==> src/rtl/mem_view_pkg.sv <==
// Shared types and constants for the memory-browse controller.
package mem_view_pkg;

  localparam int DATA_W = 16;

  typedef enum logic [1:0] {
    INIT = 2'd0,
    REQ  = 2'd1,
    IDLE = 2'd2
  } view_state_t;

  // Counter width able to hold n-1, never narrower than one bit.
  function automatic int cnt_width(input int n);
    return (n > 1) ? $clog2(n) : 1;
  endfunction

endpackage

==> src/rtl/btn_debounce.sv <==
// Button conditioning: 2-FF synchronizer, debounce filter and rising-edge step pulse.
// Optional hold-to-repeat steps when built with AUTO_REPEAT_EN.
module btn_debounce
  import mem_view_pkg::*;
#(
  parameter int DEBOUNCE_CYCLES = 1_000_000,
  parameter int REPEAT_DELAY    = 50_000_000,
  parameter int REPEAT_PERIOD   = 20_000_000
) (
  input  logic clk,
  input  logic rst,
  input  logic btn_raw,
  output logic level,
  output logic step
);

  localparam int CNT_W = cnt_width(DEBOUNCE_CYCLES);

  logic             r_sync0;
  logic             r_sync1;
  logic             r_level;
  logic             r_step;
  logic [CNT_W-1:0] r_cnt;
  logic             w_accept;
  logic             w_rise;
  logic             w_rep;

  // The new level is taken on the last of DEBOUNCE_CYCLES consecutive disagreeing samples.
  assign w_accept = (r_sync1 != r_level) && (r_cnt == CNT_W'(DEBOUNCE_CYCLES - 1));
  assign w_rise   = w_accept && r_sync1;

  always_ff @(posedge clk) begin
    if (rst) begin
      r_sync0 <= 1'b0;
      r_sync1 <= 1'b0;
      r_level <= 1'b0;
      r_cnt   <= '0;
      r_step  <= 1'b0;
    end else begin
      r_sync0 <= btn_raw;
      r_sync1 <= r_sync0;
      if (r_sync1 == r_level) begin
        r_cnt <= '0;
      end else if (w_accept) begin
        r_level <= r_sync1;
        r_cnt   <= '0;
      end else begin
        r_cnt <= r_cnt + CNT_W'(1);
      end
      r_step <= w_rise | w_rep;
    end
  end

`ifdef AUTO_REPEAT_EN
  localparam int HOLD_MAX = (REPEAT_DELAY > REPEAT_PERIOD) ? REPEAT_DELAY : REPEAT_PERIOD;
  localparam int HOLD_W   = cnt_width(HOLD_MAX);

  logic [HOLD_W-1:0] r_hold;
  logic              r_rep_phase;

  // First repeat after REPEAT_DELAY held cycles, then one every REPEAT_PERIOD.
  assign w_rep = r_level &&
                 (r_rep_phase ? (r_hold == HOLD_W'(REPEAT_PERIOD - 1))
                              : (r_hold == HOLD_W'(REPEAT_DELAY - 1)));

  always_ff @(posedge clk) begin
    if (rst || !r_level) begin
      r_hold      <= '0;
      r_rep_phase <= 1'b0;
    end else if (w_rep) begin
      r_hold      <= '0;
      r_rep_phase <= 1'b1;
    end else begin
      r_hold <= r_hold + HOLD_W'(1);
    end
  end
`else
  assign w_rep = 1'b0;
`endif

  assign level = r_level;
  assign step  = r_step;

endmodule

==> src/rtl/mem_view_controller.sv <==
// Memory-browse sequencer: debounced next/prev stepping of a saturating index and a
// request/acknowledge fetch of the addressed word. AUTO_REPEAT_EN enables hold-to-repeat.
module mem_view_controller
  import mem_view_pkg::*;
#(
  parameter int MEM_SIZE        = 17,
  parameter int ADDR_W          = $clog2(MEM_SIZE),
  parameter int DEBOUNCE_CYCLES = 1_000_000,
  parameter int REPEAT_DELAY    = 50_000_000,
  parameter int REPEAT_PERIOD   = 20_000_000
) (
  input  logic              clk,
  input  logic              rst,
  input  logic              btn_next,
  input  logic              btn_prev,
  output logic              rd_req,
  output logic [ADDR_W-1:0] rd_addr,
  input  logic              rd_ack,
  input  logic [DATA_W-1:0] rd_data,
  output logic [ADDR_W-1:0] index,
  output logic [DATA_W-1:0] value,
  output logic              value_valid
);

  localparam logic [ADDR_W-1:0] LAST_IDX = ADDR_W'(MEM_SIZE - 1);

  logic w_step_next;
  logic w_step_prev;

  btn_debounce #(
    .DEBOUNCE_CYCLES (DEBOUNCE_CYCLES),
    .REPEAT_DELAY    (REPEAT_DELAY),
    .REPEAT_PERIOD   (REPEAT_PERIOD)
  ) u_db_next (
    .clk     (clk),
    .rst     (rst),
    .btn_raw (btn_next),
    .level   (),
    .step    (w_step_next)
  );

  btn_debounce #(
    .DEBOUNCE_CYCLES (DEBOUNCE_CYCLES),
    .REPEAT_DELAY    (REPEAT_DELAY),
    .REPEAT_PERIOD   (REPEAT_PERIOD)
  ) u_db_prev (
    .clk     (clk),
    .rst     (rst),
    .btn_raw (btn_prev),
    .level   (),
    .step    (w_step_prev)
  );

  view_state_t       r_state;
  view_state_t       w_state_nx;
  logic [ADDR_W-1:0] r_index;
  logic [ADDR_W-1:0] w_index_nx;
  logic              r_rd_req;
  logic              w_rd_req_nx;
  logic [DATA_W-1:0] r_value;
  logic [DATA_W-1:0] w_value_nx;
  logic              r_valid;
  logic              w_valid_nx;
  logic              w_go_next;
  logic              w_go_prev;

  // Simultaneous steps cancel; a step past either end is a no-op.
  assign w_go_next = w_step_next && !w_step_prev && (r_index < LAST_IDX);
  assign w_go_prev = w_step_prev && !w_step_next && (r_index != '0);

  always_ff @(posedge clk) begin
    if (rst) begin
      r_state  <= INIT;
      r_index  <= '0;
      r_rd_req <= 1'b0;
      r_value  <= '0;
      r_valid  <= 1'b0;
    end else begin
      r_state  <= w_state_nx;
      r_index  <= w_index_nx;
      r_rd_req <= w_rd_req_nx;
      r_value  <= w_value_nx;
      r_valid  <= w_valid_nx;
    end
  end

  always_comb begin
    w_state_nx  = r_state;
    w_index_nx  = r_index;
    w_rd_req_nx = r_rd_req;
    w_value_nx  = r_value;
    w_valid_nx  = r_valid;
    unique case (r_state)
      INIT: begin
        w_state_nx  = REQ;
        w_rd_req_nx = 1'b1;
      end
      REQ: begin
        // Steps are dropped here; index and address stay frozen until the ack.
        if (rd_ack) begin
          w_value_nx  = rd_data;
          w_valid_nx  = 1'b1;
          w_rd_req_nx = 1'b0;
          w_state_nx  = IDLE;
        end
      end
      IDLE: begin
        if (w_go_next) begin
          w_index_nx  = r_index + ADDR_W'(1);
          w_valid_nx  = 1'b0;
          w_rd_req_nx = 1'b1;
          w_state_nx  = REQ;
        end else if (w_go_prev) begin
          w_index_nx  = r_index - ADDR_W'(1);
          w_valid_nx  = 1'b0;
          w_rd_req_nx = 1'b1;
          w_state_nx  = REQ;
        end
      end
      default: begin
        w_state_nx  = INIT;
        w_rd_req_nx = 1'b0;
      end
    endcase
  end

  assign rd_req      = r_rd_req;
  assign rd_addr     = r_index;
  assign index       = r_index;
  assign value       = r_value;
  assign value_valid = r_valid;

endmodule

==> config.mk <==
export PLATFORM = sky130hd
export DESIGN_NAME = mem_view_controller
export DESIGN_NICKNAME = d
export VERILOG_FILES = /design/src/rtl/mem_view_pkg.sv /design/src/rtl/btn_debounce.sv /design/src/rtl/mem_view_controller.sv
export SDC_FILE = /design/constraint.sdc
export NUM_CORES = 1
export LEC_CHECK = 0
export BUFFER_PORTS_ARGS = -buffer_cell sky130_fd_sc_hd__buf_2
export CAP_MARGIN = 30
export CORE_MARGIN = 5
export CORE_UTILIZATION = 30
export CTS_CLUSTER_SIZE = 16
export DETAILED_ROUTE_END_ITERATION = 6
export PLACE_DENSITY = 0.51
export SLEW_MARGIN = 20
export SYNTH_ARGS = -nofsm -noshare
export SYNTH_HDL_FRONTEND = slang
export SYNTH_HIERARCHICAL = 1
export SYNTH_SLANG_ARGS = --single-unit
==> constraint.sdc <==
create_clock -name clk -period 2 [get_ports clk]
set_input_delay 0.1 -clock clk [delete_from_list [all_inputs] [get_ports clk]]
set_output_delay 0.1 -clock clk [all_outputs]
set_load 0.1 [all_outputs]
==> results_dict.tcl, run 1 <==
set metrics [dict create \
    layout_commonest_cell "dfxtp_1" \
    dpl_cell_area_mm2 0.00373 \
    timing.rr.end "index[4]$_SDFFE_PP0P_" \
    cts_num_sinks 73 \
    place_ws_ns 0.0208 \
    initial_utilization_pct 30.8 \
    synth_top_area_share_pct 46.0 \
    min_from "btn_prev" \
    overflow 0 \
    relSlewSlack_pct 40.6 \
    clk_latency_ns 0.35 \
    fp.dieH_um 113 \
    synth_top_area_cell "dfxtp_1" \
    vdd_drop_max_v 0.000276 \
    drc_errors 0 \
    path_class "reg2reg" \
    skew_ns 0.0112 \
    crit_chain "or3b_4, fa_1, a21o_1, a211oi_2, nand3_1, a21oi_1" \
    io_pins 49 \
    seqPwrFrac_pct 50.3 \
    grt_pass1_vias 2684 \
    min_period_ns 1.92 \
    outcome "complete, no violations" \
    grt_use_total_pct 11.4 \
    tns_ns 0 \
    routed_via_density 4.70 \
    pwr-share-comb_pct 9.9 \
    async_flop_share_pct 0 \
    power.internal_mw 2.17 \
    die_w_um 113 \
    start_kind "register" \
    swShare_pct 26.9 \
    p_leak_nw 1.52 \
    wire_per_inst_um 11.7 \
    port_buffers 48 \
    switching_power_mw 0.800 \
    gp_congestion 0.776 \
    routed_wl_mm 7.06 \
    drt-pass1-iter-count 4 \
    whs_endpoint "u_db_prev/r_sync0$_SDFF_PP0_" \
    mostFrequentLayoutCells "dfxtp_1, nand2_1, buf_2" \
    avgSynthCellArea_um2 8.61 \
    layout-drive-gt1-share_pct 23.0 \
    synth.area.top_cells "dfxtp_1, a21oi_1, nand2_1" \
    area_delta_synth_final_pct 29.9 \
    hpwl_mm 4.87 \
    synth_edf_count 0 \
    drtIter0Drc 155 \
    timing.rr.start "index[4]$_SDFFE_PP0P_" \
    power_density_mw_per_mm2 720 \
    setup_ws_ns 0.0842 \
    slowest_delay_ns 0.43 \
    worst-slew-pin-transition_ns 0.877 \
    synthFlopType "dfxtp_1" \
    maxCapViolCount 0 \
    p_clk_share_pct 39.8 \
    synth.distinct_cells 42 \
    ys_ff_latch 73 \
    path_max_fanout 6 \
    grt_max_degree 30 \
    crit_path_top_delay_cell "or3b_4" \
    syn_nets 396 \
    seq_area_frac_synth_pct 46.0 \
    cts_made_buffers 9 \
    cts_tree "built" \
    cts_max_path_buffers 2 \
    grt_pass1_wl_mm 12.0 \
    yosys_warnings 6 \
    arrival_ns 2.19 \
    post_cts_buffers 0 \
    period_share_pct 95.8 \
    slew_viol_final 0 \
    die_area_mm2 0.0127 \
    fin_area_mm2 0.00413 \
    r2r_slack_ns 0.08 \
    r2r_cells 6 \
    hold_class "in2reg" \
    synthesis.area_mm2 0.00318 \
    h-tree-depth 3 \
    rsz0062_at_grt "true" \
    cp_data_required_time_ns 2.28 \
    hold_violations 0 \
    core_mm2 0.0103 \
    diodes 0 \
    final_antenna_net_count 0 \
    hold_depth 2 \
    root_buffer "clkbuf_8" \
    num_vias 2823 \
    final_nets 487 \
    synthCells 369 \
    antenna_found_initial 0 \
    row_count 37 \
    clk_pin_slew_ns 0.08 \
    final-setup-viol-count 0 \
    endpoint_kind "register" \
    fmax_ghz 0.522 \
]
[cell type report]
| class | count | area [um^2] |
|---|---|---|
| clock buffers | 10 | 138 |
| clock inverters | 6 | 67.6 |
| fillers | 1017 | 6200 |
| inverters | 8 | 30.0 |
| multi-input cells | 275 | 1630 |
| flip-flops and latches | 73 | 1470 |
| well taps | 136 | 170 |
| repair buffers | 93 | 623 |
[power groups by stage]
| stage | Combinational (mW) | Clock, mW | Sequential, mW |
|---|---|---|---|
| after CTS | 0.296 | 1.24 | 1.49 |
| after global routing | 0.315 | 1.29 | 1.50 |
| after floorplan | 0.0627 | 0 | 1.67 |
| after global placement | 0.267 | 0 | 1.53 |
| final | 0.294 | 1.18 | 1.49 |
| after detailed placement | 0.269 | 0 | 1.53 |
[cells in the mapped netlist, types with 4 or more instances]
master / n
buf_4: 5
nor4_1: 9
o21ai_0: 15
nor2b_1: 5
and3_1: 8
xor2_1: 10
nand4_1: 6
or3_1: 11
nor2_1: 34
nor3_1: 7
clkbuf_1: 7
nand2_1: 52
dfxtp_1: 73
xnor2_1: 17
inv_1: 8
nand3_1: 16
or4_1: 6
ha_1: 5
o31ai_1: 4
a21oi_1: 40
[worst max-delay path by stage]
stage / start / endpoint / slack [ns]
after global routing: u_db_next/step$_SDFF_PP0_ / index[4]$_SDFFE_PP0P_ / -0.01
after floorplan: index[4]$_SDFFE_PP0P_ / index[4]$_SDFFE_PP0P_ / -0.08
after global placement: index[4]$_SDFFE_PP0P_ / index[4]$_SDFFE_PP0P_ / 0.02
after CTS: index[4]$_SDFFE_PP0P_ / index[4]$_SDFFE_PP0P_ / 0.06
after detailed placement: index[4]$_SDFFE_PP0P_ / index[4]$_SDFFE_PP0P_ / 0.02
final: index[4]$_SDFFE_PP0P_ / index[4]$_SDFFE_PP0P_ / 0.08
[repair_timing]
item / 4_1_cts / 5_1_grt
hold buffers: 18 / 0
endpoints found under the setup margin: 1 / 3
pin swaps: 0 / 1
hold endpoints to repair: 20 / 0
gates resized for setup: 1 / 2
[registers in the layout (all words and copies together) (netlist names)]
| signal | flops |
|---|---|
| r_state | 2 |
| u_db_prev/r_cnt | 20 |
| u_db_prev/step | 1 |
| u_db_prev/r_sync1 | 1 |
| u_db_prev/r_sync0 | 1 |
| index | 5 |
| u_db_next/step | 1 |
| rd_req | 1 |
| u_db_next/r_sync0 | 1 |
| value_valid | 1 |
| value | 16 |
| u_db_next/r_cnt | 20 |
| u_db_prev/level | 1 |
| u_db_next/r_sync1 | 1 |
| u_db_next/level | 1 |
[cells by family (layout without fill, tap and decap cells)]
group           Yosys count  after routing  share of synthesized area, %
xor+xnor                 27             27                          7.45
fa+ha+maj                 6              6                          2.60
simple gates            170            170                          28.1
flops                    73             73                          46.0
compound gates           72             72                          12.7
buf+inv                  21            117                          3.07
[metal layers]
layer	share of wire [%]	vias to the layer above	routed length, um	GRT usage [%]
met5	0	-	0	0
met4	2.7	0	189	6.89
met3	4.1	12	287	2.35
met2	44	44	3100	17.8
met1	49	1290	3480	14.4
li1	-	1477	-	-
[per-stage QoR]
step,instances,util [%],power (mW),hold slack [ns]
2_1_floorplan,369,-,1.73,0.169
3_3_place_gp,567,36.1,1.79,0.340
3_5_place_dp,567,36.1,1.80,0.348
4_1_cts,601,39.9,3.03,0.00505
5_1_grt,601,40.0,3.11,0.0126
6_report,601,40.0,2.97,0.0216
[worst max-delay path: cells and delay by family (launching register included)]
kind | cells | cell delay, ns
DFF | 1 | 0.34
AOI/OAI and AO/OA | 3 | 0.58
adders and majority gates | 1 | 0.39
and+or+nand+nor | 2 | 0.54
Note: power is estimated with default switching activity, not from simulation.
==> run 2: changes to the inputs <==
--- a/config.mk
+++ b/config.mk
@@ -11,7 +11,9 @@
 export CORE_UTILIZATION = 30
 export CTS_CLUSTER_SIZE = 16
 export DETAILED_ROUTE_END_ITERATION = 6
+export MAX_ROUTING_LAYER = met4
 export PLACE_DENSITY = 0.51
+export SETUP_SLACK_MARGIN = 0.3
 export SLEW_MARGIN = 20
 export SYNTH_ARGS = -nofsm -noshare
 export SYNTH_HDL_FRONTEND = slang
==> run 2 against run 1 <==
Effect of this change: clock power increased by 6%; critical path depth did not move; register-to-register slack improved by 0.04 ns; fmax increased by 2.3%; largest power group unchanged; sequential share of layout area fell by 0.80 points; count of clock-buffer cells in the layout shrank 1; critical endpoint unchanged; largest cell class unchanged.
==> results_dict.tcl, run 2 (synthesis gave the netlist of run 1 again) <==
set metrics [dict create \
    die_area_mm2 0.0127 \
    rsz0062_at_grt "true" \
    port_buffers 48 \
    pwr-share-comb_pct 9.8 \
    outcome "complete, no violations" \
    drc_errors 0 \
    drt-pass1-iter-count 4 \
    io_pins 49 \
    final-setup-viol-count 0 \
    core_mm2 0.0103 \
    overflow 0 \
    place_ws_ns 0.121 \
    r2r_slack_ns 0.13 \
    row_count 37 \
    cts_max_path_buffers 2 \
    fmax_ghz 0.534 \
    path_max_fanout 5 \
    switching_power_mw 0.782 \
    worst-slew-pin-transition_ns 0.556 \
    hold_class "in2reg" \
    seqPwrFrac_pct 48.7 \
    power_density_mw_per_mm2 679 \
    power.internal_mw 2.24 \
    endpoint_kind "register" \
    num_vias 2852 \
    routed_via_density 4.71 \
    gp_congestion 0.773 \
    diodes 0 \
    layout-drive-gt1-share_pct 35.8 \
    root_buffer "clkbuf_8" \
    die_w_um 113 \
    final_nets 491 \
    p_clk_share_pct 41.5 \
    clk_latency_ns 0.34 \
    post-route-util_pct 43.1 \
    initial_utilization_pct 30.8 \
    swShare_pct 25.9 \
    fp.dieH_um 113 \
    vdd_drop_max_v 0.000348 \
    cts_num_sinks 73 \
    layout_commonest_cell "nand2_1" \
    grt_use_total_pct 11.7 \
    whs_ns 0.0412 \
    p_leak_nw 1.61 \
    drtIter0Drc 83 \
    slew_viol_final 0 \
    tns_ns 0 \
    clk_pin_slew_ns 0.07 \
    period_share_pct 93.6 \
    arrival_ns 2.14 \
    min_period_ns 1.87 \
    wire_per_inst_um 12.0 \
    maxCapViolCount 0 \
    routed_wl_mm 7.26 \
    hpwl_mm 4.83 \
    cp_data_required_time_ns 2.26 \
    grt_pass1_vias 2708 \
    h-tree-depth 3 \
    skew_ns 0.00894 \
    hold_violations 0 \
    mostFrequentLayoutCells "nand2_1, buf_2, dfxtp_1" \
    grt_max_degree 28 \
    cts_tree "built" \
    cts_made_buffers 9 \
    path_class "reg2reg" \
    setup_ws_ns 0.128 \
    fillCellCount 1006 \
    start_kind "register" \
    area_delta_synth_final_pct 40.0 \
    antenna_found_initial 0 \
    grt_pass1_wl_mm 12.1 \
    relSlewSlack_pct 62.9 \
    final_antenna_net_count 0 \
]
## run 2: metrics by stage
stage          instance area (um^2)  instances  total power, mW
3_5_place_dp                   3690        549             1.79
4_1_cts                        4240        595             3.08
5_1_grt                        4450        605             3.15
6_report                       4450        605             3.02
3_3_place_gp                   3690        549             1.78
2_1_floorplan                  3280        369             1.72
## run 2: worst paths after layout
kind,from,end,cells past startpoint
max,index[4]$_SDFFE_PP0P_,index[4]$_SDFFE_PP0P_,6
min,rst,u_db_next/r_sync0$_SDFF_PP0_,2
max reg2reg,index[4]$_SDFFE_PP0P_,index[4]$_SDFFE_PP0P_,6
min reg2reg,u_db_next/r_sync0$_SDFF_PP0_,u_db_next/r_sync1$_SDFF_PP0_,1
## run 2: power by group through the flow
stage,clock (mW),combinational [mW],sequential (mW)
3_3_place_gp,0,0.266,1.52
2_1_floorplan,0,0.0638,1.66
6_report,1.25,0.296,1.47
5_1_grt,1.36,0.315,1.48
4_1_cts,1.31,0.296,1.47
3_5_place_dp,0,0.267,1.52
## run 2: layout make-up
class                      count  area, um^2  area share [%]
clock buffer                   9         124            2.79
clock inverter                 7        95.1            2.14
inverter                       8        30.0           0.675
multi-input combinational    275        1820            40.9
sequential                    73        1550            34.9
tap                          136         170            3.83
timing repair buffer          97         661            14.9
## run 2: per-layer routing
layer	track usage, %	part of all wire, %	vias up	wire, um
li1	-	-	1495	-
met4	3.69	0.96	0	70
met2	18.6	47	42	3440
met1	14.5	47	1308	3430
met3	2.99	4.4	7	318
met5	-	0	-	0
## run 2: worst max-delay path, stage by stage (launching register included)
cell and delay, ns:
dfxtp_4 0.35, or3b_4 0.43, fa_2 0.36, a21o_1 0.17
a211oi_2 0.23, nand3_1 0.10, a21oi_1 0.16
## run 2: what timing repair did
action,CTS,global route
endpoints found under the setup margin,10,40
buffers inserted,12,10
hold buffers,18,0
hold endpoints to repair,18,0
pin swaps,12,21
resized for setup,19,33
==> run 3: changes to the inputs <==
--- a/config.mk
+++ b/config.mk
@@ -13,9 +13,9 @@
 export DETAILED_ROUTE_END_ITERATION = 6
 export MAX_ROUTING_LAYER = met4
 export PLACE_DENSITY = 0.51
+export RECOVER_POWER = 25
 export SETUP_SLACK_MARGIN = 0.3
 export SLEW_MARGIN = 20
 export SYNTH_ARGS = -nofsm -noshare
 export SYNTH_HDL_FRONTEND = slang
-export SYNTH_HIERARCHICAL = 1
 export SYNTH_SLANG_ARGS = --single-unit
==> run 3 against run 2 <==
Effect of this change: hold slack gained 0.048 ns; first-iteration DRC count shrank 13%; utilization shrank 2.4 points; register-to-register slack lost 0.10 ns; sequential power is essentially flat; count of clock-buffer cells in the layout grew 2; critical path depth is the same; global-route usage is essentially flat; power shrank 2.6%; sequential cell count is the same; synthesized cell count grew 1.6%; critical endpoint unchanged.
==> results_dict.tcl, run 3 <==
set metrics [dict create \
    fillCellCount 1073 \
    setup_ws_ns 0.0249 \
    arrival_ns 2.26 \
    seq_area_frac_synth_pct 45.7 \
    drtIter0Drc 72 \
    worst-slew-pin-transition_ns 1.19 \
    power_density_mw_per_mm2 698 \
    initial_utilization_pct 30.8 \
    grt_use_total_pct 11.7 \
    fp.dieH_um 113 \
    hpwl_mm 4.74 \
    seqPwrFrac_pct 50.5 \
    syn_nets 402 \
    hold_depth 4 \
    synth_top_area_cell "dfxtp_1" \
    skew_ns 0.0128 \
    slowest_delay_ns 0.46 \
    avgSynthCellArea_um2 8.52 \
    min_period_ns 1.98 \
    synthesis.area_mm2 0.00320 \
    gp_congestion 0.754 \
    wire_per_inst_um 11.8 \
    relSlewSlack_pct 21.0 \
    diodes 0 \
    final_nets 481 \
    synth_edf_count 0 \
    row_count 37 \
    synthFlopType "dfxtp_1" \
    overflow 0 \
    pwr-share-comb_pct 9.8 \
    path_class "reg2reg" \
    dpl_cell_area_mm2 0.00368 \
    port_buffers 48 \
    hold_violations 0 \
    start_kind "register" \
    path_max_fanout 5 \
    crit_path_top_delay_cell "or3b_4" \
    p_clk_share_pct 39.7 \
    root_buffer "clkbuf_8" \
    place_ws_ns 0.0191 \
    slew_viol_final 0 \
    swShare_pct 28.0 \
    die_area_mm2 0.0128 \
    area_delta_synth_final_pct 31.9 \
    vdd_drop_max_v 0.000277 \
    ys_ff_latch 73 \
    hold_class "in2reg" \
    synth.area.top_cells "dfxtp_1, nand2_1, a21oi_1" \
    cpLargestDelayFamily "simple AND/OR/NAND/NOR gates" \
    r2r_cells 6 \
    async_flop_share_pct 0 \
    rsz0062_at_grt "true" \
    synthTopCellsByCount "dfxtp_1, nand2_1, a21oi_1" \
    outcome "complete, no violations" \
    path_depth 6 \
    final-setup-viol-count 0 \
    clk_pin_slew_ns 0.08 \
    whs_ns 0.0893 \
    num_vias 2813 \
    critPathBufInv 0 \
    yosys_warnings 0 \
    grt_max_degree 23 \
    drc_errors 0 \
    grt_pass1_wl_mm 12.2 \
    fmax_ghz 0.506 \
    period_share_pct 98.8 \
    switching_power_mw 0.824 \
    final_antenna_net_count 0 \
    mostFrequentLayoutCells "dfxtp_1, nand2_1, a21oi_1" \
    layout_commonest_cell "dfxtp_1" \
    drt-pass1-iter-count 4 \
    core_mm2 0.0104 \
    antenna_found_initial 0 \
    fin_area_mm2 0.00422 \
    power.internal_mw 2.12 \
    cts_made_buffers 9 \
    synth.distinct_cells 45 \
    h-tree-depth 3 \
    grt_pass1_vias 2743 \
    synth.most_common_cell "dfxtp_1" \
    synth_top_area_share_pct 45.7 \
    io_pins 49 \
    cts_num_sinks 73 \
    clk_latency_ns 0.35 \
    cts_tree "built" \
    layout-drive-gt1-share_pct 23.3 \
    routed_via_density 4.73 \
    endpoint_kind "register" \
    cts_max_path_buffers 2 \
    routed_wl_mm 7.01 \
    crit_chain "or3b_4, fa_2, a21o_1, a211o_1, o21ai_1, nor3b_2" \
    die_w_um 113 \
    maxCapViolCount 0 \
    p_leak_nw 1.46 \
    synthCells 375 \
    cp_data_required_time_ns 2.28 \
]
[run 3: metrics by stage]
stage | instances | utilization (%) | total power [mW] | setup TNS [ns]
finish | 595 | 40.6 | 2.94 | 0
global route | 595 | 40.6 | 3.07 | -0.143
CTS | 588 | 39.5 | 3.00 | 0
detailed placement | 552 | 35.5 | 1.79 | 0
global placement | 552 | 35.5 | 1.79 | 0
floorplan | 375 | - | 1.73 | -0.0923
[run 3: final timing paths]
path | endpoint | start | slack [ns]
worst max-delay path | index[4]$_SDFFE_PP0P_ | u_db_prev.step$_SDFF_PP0_ | 0.02
worst min-delay path | rd_req$_SDFFE_PP0P_ | rd_ack | 0.09
worst max register to register | index[4]$_SDFFE_PP0P_ | u_db_prev.step$_SDFF_PP0_ | 0.02
worst min register to register | u_db_prev.r_sync1$_SDFF_PP0_ | u_db_prev.r_sync0$_SDFF_PP0_ | 0.44
[run 3: power groups by stage]
stage / registers, mW / clock network, mW / logic (mW)
4_1_cts: 1.49 / 1.21 / 0.296
2_1_floorplan: 1.66 / 0 / 0.0675
3_5_place_dp: 1.52 / 0 / 0.269
3_3_place_gp: 1.52 / 0 / 0.267
5_1_grt: 1.49 / 1.27 / 0.310
6_report: 1.49 / 1.17 / 0.289
[run 3: logic make-up (layout without fill, tap and decap cells)]
| family | count (synthesis) | after routing | synth area share (%) |
|---|---|---|---|
| AOI/OAI and AO/OA | 69 | 69 | 12.1 |
| xor gates and xnor gates | 28 | 28 | 7.67 |
| adders and majority gates | 6 | 6 | 2.58 |
| buffers and inverters | 26 | 110 | 3.72 |
| DFF | 73 | 73 | 45.7 |
| and+or+nand+nor | 173 | 173 | 28.2 |
[run 3: layout make-up]
| type | instances | area [um^2] | area share, % |
|---|---|---|---|
| inverters | 8 | 30.0 | 0.712 |
| multi-input cells | 276 | 1730 | 41.1 |
| clock inverters | 5 | 42.5 | 1.01 |
| clock buffers | 11 | 163 | 3.86 |
| repair buffers | 86 | 568 | 13.5 |
| well taps | 136 | 170 | 4.04 |
| flip-flops and latches | 73 | 1510 | 35.8 |
[run 3: worst register-to-register path: cells and delay by family (launching register included)]
kind / cells / cell delay, ns
fa+ha+maj: 1 / 0.37
simple gates: 2 / 0.61
flops: 1 / 0.33
compound gates: 3 / 0.58
[run 3: timing repair]
| item | CTS | global route |
|---|---|---|
| buffers inserted | 2 | 7 |
| pin swaps | 5 | 8 |
| endpoints found under the setup margin | 9 | 41 |
| hold buffers | 18 | 0 |
| hold endpoints to repair | 18 | 0 |
| gates resized for setup | 5 | 34 |
[run 3: metal layers]
metal  track usage, %  wire length, um
met1             14.6             3520
met2             18.1             3080
met3             2.51              278
met4             5.53              133
met5                -                0
